<file path="src/rtl/multicycle_control.sv">
// rtl/multicycle_control.sv - multicycle MIPS-subset main control FSM
// State register plus state-decoded control outputs; illegal and branch pc_write are same-cycle.
module multicycle_control (
    input  logic       clk,
    input  logic       reset,
    input  logic [5:0] opcode,
    input  logic [5:0] funct,
    input  logic       zero,
    output logic       pc_write,
    output logic       iord,
    output logic       mem_read,
    output logic       mem_write,
    output logic       ir_write,
    output logic       mem_to_reg,
    output logic       reg_dst,
    output logic       reg_write,
    output logic       alu_src_a,
    output logic [1:0] alu_src_b,
    output logic [1:0] pc_source,
    output logic [3:0] alu_control,
    output logic       illegal,
    output logic [3:0] state
);

    typedef enum logic [3:0] {
        FETCH  = 4'd0,
        DECODE = 4'd1,
        MEMADR = 4'd2,
        MEMRD  = 4'd3,
        MEMWB  = 4'd4,
        MEMWR  = 4'd5,
        EXEC   = 4'd6,
        ALUWB  = 4'd7,
        BRANCH = 4'd8,
        JUMP   = 4'd9,
        ADDIEX = 4'd10,
        ADDIWB = 4'd11
    } state_t;

    localparam logic [5:0] OP_LW   = 6'b100011;
    localparam logic [5:0] OP_SW   = 6'b101011;
    localparam logic [5:0] OP_RTYP = 6'b000000;
    localparam logic [5:0] OP_BEQ  = 6'b000100;
    localparam logic [5:0] OP_J    = 6'b000010;
    localparam logic [5:0] OP_ADDI = 6'b001000;

    localparam logic [3:0] ALU_ADD = 4'b0010;
    localparam logic [3:0] ALU_SUB = 4'b0110;
    localparam logic [3:0] ALU_AND = 4'b0000;
    localparam logic [3:0] ALU_OR  = 4'b0001;
    localparam logic [3:0] ALU_SLT = 4'b0111;

    state_t cur;
    logic   mem_is_lw;
    logic   op_ok;
    logic   fn_ok;
    logic [3:0] fn_alu;

    assign state = cur;

    always_comb begin
        op_ok = 1'b1;
        case (opcode)
            OP_LW, OP_SW, OP_RTYP, OP_BEQ, OP_J, OP_ADDI: op_ok = 1'b1;
            default: op_ok = 1'b0;
        endcase
    end

    always_comb begin
        fn_ok  = 1'b1;
        fn_alu = ALU_ADD;
        case (funct)
            6'b100000: fn_alu = ALU_ADD;
            6'b100010: fn_alu = ALU_SUB;
            6'b100100: fn_alu = ALU_AND;
            6'b100101: fn_alu = ALU_OR;
            6'b101010: fn_alu = ALU_SLT;
            default:   fn_ok  = 1'b0;
        endcase
    end

    // lw/sw is remembered at DECODE so MEMADR never looks at opcode again
    always_ff @(posedge clk) begin
        if (reset) begin
            cur       <= FETCH;
            mem_is_lw <= 1'b0;
        end else begin
            case (cur)
                FETCH:  cur <= DECODE;
                DECODE: begin
                    mem_is_lw <= (opcode == OP_LW);
                    case (opcode)
                        OP_LW, OP_SW: cur <= MEMADR;
                        OP_RTYP:      cur <= EXEC;
                        OP_BEQ:       cur <= BRANCH;
                        OP_J:         cur <= JUMP;
                        OP_ADDI:      cur <= ADDIEX;
                        default:      cur <= FETCH;
                    endcase
                end
                MEMADR: cur <= mem_is_lw ? MEMRD : MEMWR;
                MEMRD:  cur <= MEMWB;
                EXEC:   cur <= fn_ok ? ALUWB : FETCH;
                ADDIEX: cur <= ADDIWB;
                default: cur <= FETCH;
            endcase
        end
    end

    always_comb begin
        pc_write    = 1'b0;
        iord        = 1'b0;
        mem_read    = 1'b0;
        mem_write   = 1'b0;
        ir_write    = 1'b0;
        mem_to_reg  = 1'b0;
        reg_dst     = 1'b0;
        reg_write   = 1'b0;
        alu_src_a   = 1'b0;
        alu_src_b   = 2'b00;
        pc_source   = 2'b00;
        alu_control = ALU_ADD;
        illegal     = 1'b0;
        case (cur)
            FETCH: begin
                mem_read  = 1'b1;
                ir_write  = 1'b1;
                pc_write  = 1'b1;
                alu_src_b = 2'b01;
            end
            DECODE: begin
                alu_src_b = 2'b11;
                illegal   = ~op_ok;
            end
            MEMADR, ADDIEX: begin
                alu_src_a = 1'b1;
                alu_src_b = 2'b10;
            end
            MEMRD: begin
                mem_read = 1'b1;
                iord     = 1'b1;
            end
            MEMWB: begin
                reg_write  = 1'b1;
                mem_to_reg = 1'b1;
            end
            MEMWR: begin
                mem_write = 1'b1;
                iord      = 1'b1;
            end
            EXEC: begin
                alu_src_a   = 1'b1;
                alu_control = fn_alu;
                illegal     = ~fn_ok;
            end
            ALUWB: begin
                reg_write = 1'b1;
                reg_dst   = 1'b1;
            end
            BRANCH: begin
                alu_src_a   = 1'b1;
                alu_control = ALU_SUB;
                pc_source   = 2'b01;
                pc_write    = zero;
            end
            JUMP: begin
                pc_write  = 1'b1;
                pc_source = 2'b10;
            end
            ADDIWB: reg_write = 1'b1;
            default: ;
        endcase
        // the reset cycle must not disturb PC, memory or registers
        if (reset) begin
            pc_write  = 1'b0;
            mem_read  = 1'b0;
            mem_write = 1'b0;
            ir_write  = 1'b0;
            reg_write = 1'b0;
            illegal   = 1'b0;
        end
    end

endmodule

</file>
<file path="config.mk">
export PLATFORM = sky130hd
export DESIGN_NAME = multicycle_control
export DESIGN_NICKNAME = d
export VERILOG_FILES = /design/src/rtl/multicycle_control.sv
export SDC_FILE = /design/constraint.sdc
export NUM_CORES = 1
export LEC_CHECK = 0
export ABC_AREA = 0
export CAP_MARGIN = 0
export CORE_UTILIZATION = 32
export DETAILED_ROUTE_END_ITERATION = 12
export PLACE_DENSITY = 0.73
export SYNTH_ARGS = -nofsm -noshare
export SYNTH_HDL_FRONTEND = slang
export SYNTH_SLANG_ARGS = --single-unit
</file>
<file path="constraint.sdc">
create_clock -name clk -period 1.7 [get_ports clk]
set_clock_uncertainty 0.15 [all_clocks]
set_input_delay 0.255 -clock clk [delete_from_list [all_inputs] [get_ports clk]]
set_output_delay 0.255 -clock clk [all_outputs]
set_load 0.05 [all_outputs]
</file>
==> results of run 1 <==
through the flow:
step / TNS (ns) / cells / utilization / setup WS, ns / area [um2]
detailed placement: -1.933 / 170 / 0.8689 / -0.3345 / 1484
CTS: -2.812 / 178 / 0.9531 / -0.3796 / 1628
floorplan: -1.416 / 91 / - / -0.3031 / 789.5
global placement: -1.625 / 170 / 0.8689 / -0.2941 / 1484
repair_timing:
item	in CTS
pin swaps	9
buffers inserted	4
resized for setup	23
setup endpoints to repair	19
kinds of logic after synthesis:
| logic type | Yosys count |
|---|---|
| and+or+nand+nor | 50 |
| xor gates and xnor gates | 2 |
| AOI/OAI and AO/OA | 24 |
| buffers and inverters | 9 |
| other | 1 |
| DFF | 5 |
==> run summary, run 1 <==
DIE
--------------------------------------------------------------------------------------------
Number of placed I/O pins                                                                 37
Height of the die                                                                   44.55 um
Effective utilization at floorplan                                                    0.3392
# rows                                                                                    15
Die width                                                                           44.55 um

CTS
--------------------------------------------------------------------------------------------
Deepest level of the CTS H-tree                                                            1
CTS Buf Count                                                                              3
Number of hold-repair buffers added at the cts stage                                       0
Clock tree root driver cell                                                         clkbuf_4
Maximum root-to-sink buffer count                                                          2
Clk sink count                                                                             5

SYNTHESIS
--------------------------------------------------------------------------------------------
Proportion of netlist area held by the largest area contributor                       0.1728
Post-synthesis cell count                                                                 91
Share of the synthesized area in compound gates (AO/OA/AOI/OAI)                       0.2549
Sequential element share of the synthesized area                                      0.1728
Number of synthesized flops with an enable pin                                             0
Post-synthesis cell type with the largest combined area                              dfxtp_1
Combinational family with the most area after synthesis                         simple AND/OR/NAND/NOR gates
Basic-gate share of the synthesized area counting and, or, nand and nor cells         0.4687
Post-synth top cells                                                            nor2_1, nor3_1, a21oi_1
Post-synth ARST share                                                                      0
Post-Syn Area                                                                      579.3 um2
Library cells used by synthesis                                                           29
Adder-cell share of the synthesized area                                                   0
Count of synthesis-stage warnings from yosys                                               0
Post-synthesis share of cell area spent on xor and xnor gates                        0.03024
Flip-flop cell with the highest count after synthesis                                dfxtp_1
Synth area leaders                                                              dfxtp_1, nor3_1, a21oi_1, nor2_1, nand2b_1
Average size of a mapped cell                                                      6.366 um2
Multiplexer fraction of the synthesized cell area                                          0
Synthesized Nets                                                                         106
Most numerous cell in the Yosys netlist                                               nor2_1
FF+latch count, synth                                                                      5

OUTCOME
--------------------------------------------------------------------------------------------
First logged error message                                                      [ERROR DPL-0038] Utilization greater than 100%, impossible to legalize
Stage where the flow stopped                                                    global routing
Outcome                                                                         aborted with a tool error

PLACEMENT
--------------------------------------------------------------------------------------------
Gp weighted congestion                                                                0.8587
Count of input and output buffers                                                         35
Detailed placer's ending HPWL                                                        1747 um

GLOBAL ROUTE
--------------------------------------------------------------------------------------------
Largest net degree at the start of global routing                                         14

STA
--------------------------------------------------------------------------------------------
Worst-path endpoint category                                                     output port
Worst EP post-GRT repair                                                             illegal

==> run 2: changes to the inputs <==
--- a/config.mk
+++ b/config.mk
@@ -7,9 +7,10 @@
 export LEC_CHECK = 0
 export ABC_AREA = 0
 export CAP_MARGIN = 0
-export CORE_UTILIZATION = 32
+export CORE_AREA = 2 2 63 65
 export DETAILED_ROUTE_END_ITERATION = 12
-export PLACE_DENSITY = 0.73
+export DIE_AREA = 0 0 65 67
+export PLACE_DENSITY_LB_ADDON = 0.15
 export SYNTH_ARGS = -nofsm -noshare
 export SYNTH_HDL_FRONTEND = slang
 export SYNTH_SLANG_ARGS = --single-unit
==> constraint.sdc (replaced) <==
create_clock -name clk -period 2.21 [get_ports clk]
set_clock_uncertainty 0.15 [all_clocks]
set_input_delay 0.3315 -clock clk [delete_from_list [all_inputs] [get_ports clk]]
set_output_delay 0.3315 -clock clk [all_outputs]
set_load 0.05 [all_outputs]
==> run 2 against run 1 <==
  * The flow now finishes without violations
  * Synthesized cell count did not move
  * Synthesized area did not move
==> run summary, run 2 <==
CTS
---------------------------------------------------------------------------------
Clock Latency Late Sink                                                   0.22 ns
Deepest level of the CTS H-tree                                                 1   unchanged
Post CTS Setup Buffer Count                                                     0   was 4
Clock tree from TritonCTS                                                     yes
Clock tree root driver cell                                              clkbuf_8   was clkbuf_4
Maximum root-to-sink buffer count                                               2   unchanged
Clock slew seen by the registers of the worst setup and hold paths        0.03 ns
CTS Buf Count                                                                   3   unchanged
Clk sink count                                                                  5   unchanged

STA
---------------------------------------------------------------------------------
Fmax                                                                    470.4 MHz
Number of hold violations in the final report                                   0
Finish-stage setup viols                                                        0
Number of max-slew violations in the final report                               0
Post-route minimum period                                                2.126 ns
Unrepaired setup endpoints after global routing                                no
Worst-case hold slack                                                   0.3778 ns
Final clock period utilization by the worst path                           0.9620

FINISH
---------------------------------------------------------------------------------
Nets@finish                                                                   150
Final design utilization                                                   0.3692
Area used by multi-input combinational logic                            545.5 um2
Fraction of final layout cells with drive strength greater than 1          0.3881
Fill count                                                                    375
Layout-stage area growth over the synthesis result                         129.8%
Number of antenna diodes                                                        0
Most frequent cells in the layout                                    buf_12, buf_4, clkdlybuf4s50_1, nor2_1, a21oi_1
Final Non-Filler Cells                                                        182
Combined flip-flop and latch cell area                                  101.3 um2
Flip-flop count of the largest register after layout                            4

GLOBAL ROUTE
---------------------------------------------------------------------------------
Initial antenna violation count                                                 0
Gr ovfl total                                                                   0
Via count of the first global-routing pass                                    721
Global-route usage over all layers                                        0.09697
Largest net degree at the start of global routing                              14
Wire length of the first global-routing pass                              3367 um

SYNTHESIS
---------------------------------------------------------------------------------
Most numerous cell in the Yosys netlist                                    nor2_1   unchanged
Library cells used by synthesis                                                29   unchanged
Proportion of netlist area held by the largest area contributor            0.1728   unchanged
FF+latch count, synth                                                           5   unchanged
Synth area leaders                                                   dfxtp_1, nor3_1, a21oi_1, nor2_1, nand2b_1   unchanged
Number of synthesized flops with an enable pin                                  0   unchanged
Post-synth ARST share                                                           0   unchanged
Post-Syn Area                                                           579.3 um2   unchanged
Post-synthesis cell type with the largest combined area                   dfxtp_1   unchanged
Average size of a mapped cell                                           6.366 um2   unchanged
Post-synth top cells                                                 nor2_1, nor3_1, a21oi_1   unchanged
Count of synthesis-stage warnings from yosys                                    0   unchanged
Sequential element share of the synthesized area                           0.1728   unchanged
Synthesized Nets                                                              106   unchanged
Flip-flop cell with the highest count after synthesis                     dfxtp_1   unchanged
Post-synthesis cell count                                                      91   unchanged

ROUTING
---------------------------------------------------------------------------------
Sum of met2 wire segment lengths after detailed routing                    953 um
Total Wirelength                                                          1940 um
Starting DRT DRC Count                                                         13
Vias after detailed routing                                                   779
Number of nets with antenna violations after detailed routing                   0
Average wire per standard cell                                           10.66 um
Average vias per placed instance                                            4.280
First-pass iteration count of the detailed router                               3
Uppermost layer routed                                                       met3
Metal3 WL                                                                  106 um
DRC errors left                                                                 0
Routed metal-1 wire length                                                 880 um

MIN PATH
---------------------------------------------------------------------------------
Hold endpoint                                                        mem_is_lw$_SDFFE_PP0P_
Hold Path Origin                                                     mem_is_lw$_SDFFE_PP0P_
Number of cells traversed by the worst hold path                                2
Worst Hold Class                                                     flip-flop to flip-flop

CRITICAL PATH
---------------------------------------------------------------------------------
Worst reg2reg setup slack                                                 0.50 ns
Startpoint Class                                                       input port
Required time of the critical path                                        1.73 ns
WS Path Type                                                         input port to output port
Critical path arrival                                                     1.64 ns
Top fanout value on the critical path                                           3
Depth of the worst register-to-register path                                    5
Crit. End Element                                                     output port
Worst reg2reg endpoint                                               state[2]$_SDFF_PP0_
Worst flop-to-flop path startpoint                                   state[1]$_SDFF_PP0_

PWR
---------------------------------------------------------------------------------
Power density of the placed cells                                    333.7 nW/um2
Power after layout                                                       444.2 uW
Cell leakage power                                                   0.0005211 uW
IR Drop Worst-Case VDD                                                0.0001447 V

DIE
---------------------------------------------------------------------------------
Die width                                                                   65 um   was 44.55 um
Floorplan core area                                                      3606 um2
Number of placed I/O pins                                                      37   unchanged
Effective utilization at floorplan                                         0.1607   was 0.3392
# rows                                                                         22   was 15
Height of the die                                                           67 um   was 44.55 um
Total Die Area                                                           4355 um2

PLACEMENT
---------------------------------------------------------------------------------
Detailed placer's ending HPWL                                             1659 um   was 1747 um
DP Cell Count                                                                 178   was 170
Gp weighted congestion                                                     0.7470   was 0.8587
Count of input and output buffers                                              35   unchanged

OUTCOME
---------------------------------------------------------------------------------
Outcome                                                              complete, no violations   was aborted with a tool error

JOB
---------------------------------------------------------------------------------
Max cap viols                                                                   0

==> run 2: metrics by stage <==
step | instance area (um2) | TNS [ns] | setup slack, ns
after floorplan | 669.4 | -1.018 | -0.2104
after global placement | 1264 | 0 | 0.05463
after detailed placement | 1264 | 0 | 0.04442
after CTS | 1313 | 0 | 0.007560
after global routing | 1331 | 0 | 0.01939
final | 1331 | 0 | 0.08405
==> run 2: final cells by class <==
cell class	count	share of cell area
inverters	3	0.008459
clock buffers	4	0.03383
multi-input cells	77	0.4098
repair buffers	45	0.4267
well taps	48	0.04511
flip-flops and latches	5	0.07613
==> run 2: worst max path at each step <==
stage / end / slack (ns) / from
5_1_grt: illegal / 0.02 / funct[2]
6_report: illegal / 0.08 / funct[2]
3_5_place_dp: illegal / 0.04 / funct[1]
3_3_place_gp: illegal / 0.05 / funct[1]
4_1_cts: illegal / 0.008 / state[1]$_SDFF_PP0_
2_1_floorplan: reg_write / -0.21 / state[2]$_SDFF_PP0_
==> run 2: per-layer routing <==
metal | up-vias | track usage
met4 | 0 | 0.01596
met5 | - | 0
met1 | 342 | 0.1274
met2 | 23 | 0.1701
li1 | 414 | -
met3 | 0 | 0.01351
==> run 2: worst max-delay path: stages <==
cell	delay (ns)
clkdlybuf4s50_1	0.49
nor2_1	0.08
o221a_2	0.27
nand2b_4	0.15
a21oi_4	0.17
buf_12	0.15
==> run 2: cells by family (layout without fill, tap and decap cells) <==
group / count (synthesis) / in the layout / synth area share
XOR/XNOR: 2 / 2 / 0.03024
flip-flops: 5 / 5 / 0.1728
AO/OA/AOI/OAI: 24 / 24 / 0.2549
other: 1 / 1 / 0.006473
AND/OR/NAND/NOR: 50 / 50 / 0.4687
buffers and inverters: 9 / 52 / 0.06694
==> run 2: power by group <==
part           switching [uW]  leakage, uW  internal [uW]
combinational            97.8     0.000457           88.6
clock                    39.3    0.0000228            123
sequential               1.42    0.0000412           93.8
total                     138     0.000521            306
==> run 2: what timing repair did <==
item / in CTS / in global routing
endpoints found under the setup margin: 1 / 1
endpoints found under the hold margin: 0 / 0
resized for setup: 1 / 5
hold buffers: 0 / 0
pin swaps: 0 / 1
Note: power is estimated with default switching activity, not from simulation.
